## config.mk

```make
export PLATFORM = sky130hd
export DESIGN_NAME = mem_arbiter
export DESIGN_NICKNAME = d
export VERILOG_FILES = /design/src/rtl/mem_arbiter.sv
export SDC_FILE = /design/constraint.sdc
export NUM_CORES = 1
export LEC_CHECK = 0
export CORE_ASPECT_RATIO = 2
export CORE_MARGIN = 2
export CORE_UTILIZATION = 24
export CTS_CLUSTER_DIAMETER = 50
export DETAILED_ROUTE_END_ITERATION = 12
export MAX_ROUTING_LAYER = met4
export PLACE_DENSITY = 0.65
export SLEW_MARGIN = 20
export SYNTH_ARGS = -nofsm -noshare
export SYNTH_HDL_FRONTEND = slang
export SYNTH_SLANG_ARGS = --single-unit
export TNS_END_PERCENT = 100
```

## constraint.sdc

```tcl
create_clock -name clk -period 1.3 [get_ports clk]
set_input_delay 0.13 -clock clk [delete_from_list [all_inputs] [get_ports clk]]
set_output_delay 0.13 -clock clk [all_outputs]
set_load 0.03 [all_outputs]
```

## src/rtl/mem_arbiter.sv

```systemverilog
// Round-robin arbiter that shares one fixed-latency single-ported memory
// between the I-side fetch port and the D-side load/store port.
module mem_arbiter #(
  parameter int LATENCY = 4
) (
  input  logic        clk,
  input  logic        rst,
  input  logic        i_req,
  input  logic [15:0] i_addr,
  output logic        i_ready,
  output logic        i_valid,
  output logic [15:0] i_data,
  input  logic        d_req,
  input  logic        d_wr,
  input  logic [15:0] d_addr,
  input  logic [15:0] d_wdata,
  output logic        d_ready,
  output logic        d_valid,
  output logic [15:0] d_rdata,
  output logic        mem_enable,
  output logic        mem_wr,
  output logic [15:0] mem_addr,
  output logic [15:0] mem_wdata,
  input  logic [15:0] mem_rdata,
  output logic        busy
);

  typedef enum logic { IDLE, BUSY } state_t;
  typedef enum logic { OWN_I, OWN_D } owner_t;

  typedef struct packed {
    owner_t      owner;
    logic        wr;
    logic [15:0] addr;
    logic [15:0] wdata;
  } req_t;

  localparam logic [3:0] LAST = 4'(LATENCY - 1);

  state_t      state, state_nxt;
  req_t        cur;
  owner_t      last_grant;
  logic [3:0]  cnt;
  logic        grant_i, grant_d, done;

  // On contention the side that did not win last time gets the grant.
  always_comb begin
    grant_i = 1'b0;
    grant_d = 1'b0;
    if (state == IDLE) begin
      if (d_req && (!i_req || last_grant == OWN_I)) grant_d = 1'b1;
      else if (i_req)                               grant_i = 1'b1;
    end
  end

  assign done    = (state == BUSY) && (cnt == LAST);
  assign i_ready = grant_i;
  assign d_ready = grant_d;

  always_ff @(posedge clk) begin
    if (rst) state <= IDLE;
    else     state <= state_nxt;
  end

  always_comb begin
    state_nxt = state;
    case (state)
      IDLE:    if (grant_i || grant_d) state_nxt = BUSY;
      BUSY:    if (done)               state_nxt = IDLE;
      default: state_nxt = IDLE;
    endcase
  end

  always_ff @(posedge clk) begin
    if (rst) begin
      cur        <= '0;
      cnt        <= '0;
      last_grant <= OWN_I;
      i_valid    <= 1'b0;
      d_valid    <= 1'b0;
      i_data     <= '0;
      d_rdata    <= '0;
    end else begin
      i_valid <= done && (cur.owner == OWN_I);
      d_valid <= done && (cur.owner == OWN_D);
      if (grant_i || grant_d) begin
        cur.owner  <= grant_d ? OWN_D : OWN_I;
        cur.wr     <= grant_d & d_wr;
        cur.addr   <= grant_d ? d_addr : i_addr;
        cur.wdata  <= grant_d ? d_wdata : 16'h0000;
        last_grant <= grant_d ? OWN_D : OWN_I;
        cnt        <= '0;
      end else if (state == BUSY) begin
        cnt <= cnt + 4'd1;
      end
      // Read data is only guaranteed in the final access cycle.
      if (done) begin
        if (cur.owner == OWN_I) i_data  <= mem_rdata;
        else if (!cur.wr)       d_rdata <= mem_rdata;
      end
    end
  end

  assign busy       = (state == BUSY);
  assign mem_enable = busy;
  assign mem_wr     = busy & cur.wr;
  assign mem_addr   = busy ? cur.addr  : 16'h0000;
  assign mem_wdata  = busy ? cur.wdata : 16'h0000;

endmodule

```

==> flow_summary.yaml, run 1 <==
run_status:
  status: "finished, violations left"
  violations: "setup timing"
clock_network:
  htreeDepth: 3
  cts.sinks: 73
  cts.clk_slew.worst_paths_ns: 0.06
  cts_hold_buf: 0
  numCtsBuffers: 9
  cts_root_buf: "clkbuf_16"
  clockBufferDepth: 2
  clock_latency_ns: 0.33
  cts_tree: "yes"
critical_path:
  path_cells: "buf_8 -> buf_6 -> and2_4 -> buf_6"
  max_stage_delay_ns: 0.37
  cp-start-kind: "flip-flop"
  crit_fanout: 6
  r2r-start: "busy$_SDFF_PP0_"
  criticalPathCategory: "reg -> out"
  critPathMostFrequentCell: "buf_6"
  cpMaxStageDelayCell: "dfxtp_4"
  crit_path_end_kind: "output pin"
  r2r_cells: 6
  critPathArrivalTime_ns: 1.27
  regToRegSetupSlack_ns: -0.08
  r2r-end: "d_rdata[6]$_SDFFE_PP0P_"
  critical_path_required_ns: 1.17
cells_and_area:
  final_util: 0.432
  syn2layout_area_growth_pct: 75.8
  layout_common_cells: "69 x dfxtp_1, 65 x clkdlybuf4s50_1, 44 x buf_6"
  antenna_cells: 0
  fin_cells: 667
  layout-drive-gt1-share: 0.328
  final_common_cell: "dfxtp_1"
  finalNetCount: 580
power:
  leakage_nw: 2.34
  powerDensity_mw_per_mm2: 1030
  p_clk_frac: 0.389
  p_int_w: 0.00427
  irDropWorstVdd_mv: 0.621
  comb_power_share: 0.200
  swShare: 0.265
  pwr-share-seq: 0.411
  p_total_w: 0.00581
  p_switching_w: 0.00154
global_routing:
  grt_pass1_vias: 3220
  grt_max_degree: 30
  track_usage: 0.144
  grt_overflow_total: 0
  grt_pass1_wl_um: 15700
  antenna_found_initial: 0
timing:
  fin_skew_ns: 0.00831
  tns_ns: -3.68
  whs_ns: 0.350
  setup_viol: 67
  min_period_ns: 1.40
  tightest_slew_ns: 0.349
  hold_viol_final: 0
  maxSlewHeadroom: 0.767
  rsz0062_at_grt: "true"
  setup_ws_ns: -0.100
  slew_viol_final: 0
  max_freq_mhz: 714
  fin_crit_sh: 1.08
worst_hold_path:
  min_from: "rst"
  hold_depth: 3
  min_delay_worst_endpoint: "cur[9]$_SDFFE_PP0P_"
  hold_path_class: "in -> reg"
floorplanning:
  die_h_um: 167
  start_util: 0.246
  ios: 140
  core_mm2: 0.0130
  fp-row-count: 59
  dieArea_mm2: 0.0143
  fp.dieW_um: 85.6
detailed_routing:
  drtIter0Drc: 96
  routedWlPerCell_um: 15.7
  via_per_inst: 4.69
  drc: 0
  route.met2.wl_um: 5820
  postRouteAntennaNets: 0
  topRoutingLayerUsed: "met4"
  vias: 3130
  drt-met1-wl_um: 3780
  wl_um: 10500
  drt-pass1-iter-count: 4
  wl_met3_um: 610
logic_synthesis:
  ys_types: 32
  synth-seq-area-share: 0.457
  synth.cell_area_mm2: 0.00320
  ys_ff_latch: 73
  synth_nets: 408
  syn_avg_cell_area_um2: 9.46
  yosys_warnings: 0
  synthCells: 338
place:
  dp.cells: 636
  port_buffers: 139
  dp_hpwl_um: 7300
  globalplace.congestion: 0.768
job:
  max-cap-violations: 0
[sequential cells by signal, summed over array words and instances, names as in the netlist]
| register | cells |
|---|---|
| i_valid | 1 |
| d_rdata | 16 |
| busy | 1 |
| cnt | 4 |
| cur | 33 |
| last_grant | 1 |
| d_valid | 1 |
| i_data | 16 |
[final cells by class]
| type | count | area, um^2 |
|---|---|---|
| Clock buffer | 10 | 229 |
| Clock inverter | 6 | 43.8 |
| Tap cell | 152 | 190 |
| Fill cell | 1283 | 7370 |
| Timing Repair Buffer | 192 | 1950 |
| Sequential cell | 73 | 1470 |
| Multi-Input combinational cell | 234 | 1740 |
[worst max path at each step]
stage,slack (ns),depth (start not counted),endpoint,startpoint
after floorplan,-0.02,6,i_data[10]$_SDFFE_PP0P_,cnt[1]$_SDFFE_PP0P_
after global placement,-0.38,5,cur[32]$_SDFFE_PP0P_,i_req
after detailed placement,-0.46,5,cur[2]$_SDFFE_PP0P_,i_req
after CTS,-0.17,4,d_ready,busy$_SDFF_PP0_
after global routing,-0.14,4,mem_addr[5],busy$_SDFF_PP0_
final,-0.10,4,mem_wdata[14],busy$_SDFF_PP0_
[Yosys cell counts]
master,instances,area [um^2]
xor2_1,2,17.5
buf_6,3,33.8
nand4_1,1,6.26
clkbuf_1,9,33.8
nor2_2,1,6.26
xnor2_1,1,8.76
a21oi_1,1,5.00
mux2i_1,18,180
buf_4,6,45.0
buf_8,1,15.0
o21ai_0,23,115
nor3_1,33,165
o21bai_1,1,7.51
dfxtp_1,73,1460
ha_1,1,12.5
nor3_4,1,16.3
nand2_1,2,7.51
a22o_1,13,114
nand2b_2,1,8.76
nor2_1,11,41.3
and2_1,34,213
nor2b_1,18,113
a32oi_1,4,35.0
nand2b_1,36,225
nand4bb_1,1,11.3
buf_2,13,65.1
nor2_8,1,20.0
o21ba_2,1,10.0
nor3b_1,1,7.51
o21ai_1,10,50.1
o32ai_1,16,140
or2_1,1,6.26
[worst max-delay path: cells and delay by family (launching register included)]
kind | cells | cell delay, ns
buf+inv | 3 | 0.41
flops | 1 | 0.37
simple gates | 1 | 0.15
[logic make-up after synthesis]
kind of cell             after synthesis  share of synthesized area
AO/OA/AOI/OAI                         69                      0.149
XOR/XNOR                               3                    0.00822
adder cells (fa/ha/maj)                1                    0.00391
buffers and inverters                 32                     0.0603
flip-flops                            73                      0.457
multiplexers                          18                     0.0564
AND/OR/NAND/NOR                      142                      0.265
[through the flow]
| stage | area [um^2] | setup slack, ns |
|---|---|---|
| floorplan | 3250 | -0.0195 |
| global placement | 4900 | -0.384 |
| detailed placement | 4900 | -0.460 |
| CTS | 5410 | -0.168 |
| global route | 5620 | -0.139 |
| finish | 5620 | -0.100 |
[power groups by stage]
stage          Sequential (W)  Clock, W  Combinational, W
2_1_floorplan         0.00242         0          0.000498
5_1_grt               0.00240   0.00244           0.00124
3_5_place_dp          0.00243         0          0.000958
3_3_place_gp          0.00243         0          0.000938
4_1_cts               0.00238   0.00235           0.00106
6_report              0.00239   0.00226           0.00116
[metal layers]
layer	track usage	vias to the layer above
li1	-	1525
met1	0.143	1457
met2	0.260	123
met3	0.0379	25
met4	0.0587	0
met5	-	-
[what timing repair did]
action,CTS,global route
setup buffers,8,6
gates resized for setup,104,49
pin swaps,6,9
setup endpoints to repair,114,93
gates cloned,2,3
Power figures use the tool's default switching activity.
==> run 2, diff against run 1 <==
--- a/config.mk
+++ b/config.mk
@@ -8,9 +8,10 @@
 export CORE_ASPECT_RATIO = 2
 export CORE_MARGIN = 2
-export CORE_UTILIZATION = 24
+export CORE_UTILIZATION = 38
 export CTS_CLUSTER_DIAMETER = 50
 export DETAILED_ROUTE_END_ITERATION = 12
+export GPL_ROUTABILITY_DRIVEN = 0
 export MAX_ROUTING_LAYER = met4
-export PLACE_DENSITY = 0.65
+export PLACE_DENSITY = 0.88
 export SLEW_MARGIN = 20
 export SYNTH_ARGS = -nofsm -noshare
==> constraint.sdc (replaced) <==
create_clock -name clk -period 1.3 [get_ports clk]
set_input_delay 0.26 -clock clk [delete_from_list [all_inputs] [get_ports clk]]
set_output_delay 0.26 -clock clk [all_outputs]
set_load 0.03 [all_outputs]
==> run 2 against run 1 <==
The run still ends with setup timing left. Die area shrank 36%. Power grew 9.6%. Critical path depth grew 3. Worst setup slack lost 0.21 ns. Register-to-register slack lost 0.23 ns. Count of clock-buffer cells in the layout grew 2. Routed wire length grew 18%.
==> flow_summary.yaml, run 2 (same netlist as run 1, synthesis figures left out) <==
run_status:
  status: "finished, violations left"
  violations: "setup timing"
critical_path:
  regToRegSetupSlack_ns: -0.31
  r2r_cells: 7
  r2r-end: "cur[30]$_SDFFE_PP0P_"
  startpoint: "busy$_SDFF_PP0_"
  crit_path_end_kind: "flip-flop"
  r2r-start: "busy$_SDFF_PP0_"
  cp-endpoint: "cur[30]$_SDFFE_PP0P_"
  critPathArrivalTime_ns: 1.83
  critical_path_required_ns: 1.53
  crit_fanout: 9
  criticalPathCategory: "reg -> reg"
  cp-start-kind: "flip-flop"
timing:
  maxSlewHeadroom: 0.749
  fin_crit_sh: 1.24
  fin_skew_ns: 0.0114
  tightest_slew_ns: 0.375
  hold_viol_final: 0
  setup_viol: 97
  setup_ws_ns: -0.306
  rsz0062_at_grt: "true"
  min_period_ns: 1.61
  slew_viol_final: 0
  max_freq_mhz: 623
global_routing:
  grt_overflow_total: 0
  grt_max_degree: 35
  grt_pass1_wl_um: 16400
  grt_pass1_vias: 3419
  track_usage: 0.248
  antenna_found_initial: 1
clock_network:
  cts_tree: "yes"
  clock_latency_ns: 0.34
  clockBufferDepth: 2
  numCtsBuffers: 9
  cts.clk_slew.worst_paths_ns: 0.06
  cts.sinks: 73
  htreeDepth: 3
  cts_root_buf: "clkbuf_16"
place:
  dpl-instance-area_mm2: 0.00475
  port_buffers: 139
  dpl_worst_slack_ns: -0.622
  dp_hpwl_um: 7030
floorplanning:
  dieArea_mm2: 0.00921
  ios: 140
  core_mm2: 0.00823
  fp.dieW_um: 68.9
  start_util: 0.388
  die_h_um: 134
  fp-row-count: 47
detailed_routing:
  routedWlPerCell_um: 20.1
  drc: 0
  postRouteAntennaNets: 0
  drtIter0Drc: 233
  via_per_inst: 5.49
  vias: 3381
  wl_um: 12400
  drt-pass1-iter-count: 6
cells_and_area:
  syn2layout_area_growth_pct: 87.8
  largest_register: "cur"
  finalNetCount: 582
  final_area_mm2: 0.00600
  final_util: 0.729
  largest_register_ffs: 33
  final_common_cell: "dfxtp_1"
  layout_common_cells: "69 x dfxtp_1, 65 x clkdlybuf4s50_1, 51 x buf_6"
  ff_latch_area_mm2: 0.00147
  multi_input_area_mm2: 0.00201
  num-fill-cells: 537
  layout-drive-gt1-share: 0.482
  largestRegisters: "cur (33), d_rdata (16), i_data (16)"
job:
  max-cap-violations: 0
worst_hold_path:
  hold_path_class: "in -> reg"
power:
  leakage_nw: 2.34
  irDropWorstVdd_mv: 0.794
  powerDensity_mw_per_mm2: 1060
  p_total_w: 0.00637
run 2: cell count changes in the layout (fill, tap and decap cells not counted), moves of 12 or more:
cell,change
dlygate4sd2_1,-33
nor3_1,-20
o21ai_2,+12
clkdlybuf4s15_2,+25
nor3_2,+13
run 2: critical path: stages (launching register included):
cell and delay [ns]:
dfxtp_4 0.36, buf_12 0.14, buf_8 0.13, o21ba_4 0.27, buf_6 0.15, buf_6 0.11
o32ai_1 0.07, nor3_1 0.26
run 2: worst min path at each step:
stage / from / endpoint / slack (ns) / cells past startpoint
6_report: rst / cur[5]$_SDFFE_PP0P_ / 0.46 / 3
5_1_grt: rst / cur[0]$_SDFFE_PP0P_ / 0.49 / 3
4_1_cts: rst / i_valid$_SDFF_PP0_ / 0.42 / 3
3_5_place_dp: cur[13]$_SDFFE_PP0P_ / cur[13]$_SDFFE_PP0P_ / 0.45 / 1
3_3_place_gp: cur[14]$_SDFFE_PP0P_ / cur[14]$_SDFFE_PP0P_ / 0.45 / 1
2_1_floorplan: d_wdata[10] / cur[10]$_SDFFE_PP0P_ / 0.39 / 1
run 2: routing by layer:
layer	GRT usage	part of all wire
met4	0.172	0.062
met1	0.227	0.33
met3	0.0541	0.057
met2	0.428	0.55
met5	-	0
run 2: what timing repair did:
item	in CTS	in global routing
endpoints found under the setup margin	130	105
pin swaps	26	32
hold buffers	0	0
gates resized for setup	197	88
setup buffers	13	9
gates cloned	4	2
endpoints found under the hold margin	0	0
run 2: stage by stage:
step / TNS (ns) / cells / hold slack [ns]
3_3_place_gp: -22.06 / 575 / 0.451
2_1_floorplan: -0.202 / 338 / 0.393
3_5_place_dp: -25.54 / 575 / 0.447
6_report: -14.12 / 616 / 0.463
5_1_grt: -17.48 / 616 / 0.485
4_1_cts: -12.03 / 608 / 0.420
run 2: area by class of cell:
| class | count | area share |
|---|---|---|
| Tap cell | 98 | 0.0204 |
| Sequential cell | 73 | 0.245 |
| Multi-Input combinational cell | 234 | 0.335 |
| Antenna cell | 1 | 0.000417 |
| Timing Repair Buffer | 194 | 0.347 |
| Clock inverter | 4 | 0.00834 |
| Clock buffer | 12 | 0.0444 |
run 2: where the power goes:
group | internal [W] | leakage [nW] | switching, W | total, W
Sequential | 0.00233 | 0.597 | 0.0000711 | 0.00240
Combinational | 0.000720 | 1.59 | 0.000645 | 0.00137
Clock | 0.00164 | 0.151 | 0.000958 | 0.00260
Total | 0.00469 | 2.34 | 0.00167 | 0.00637
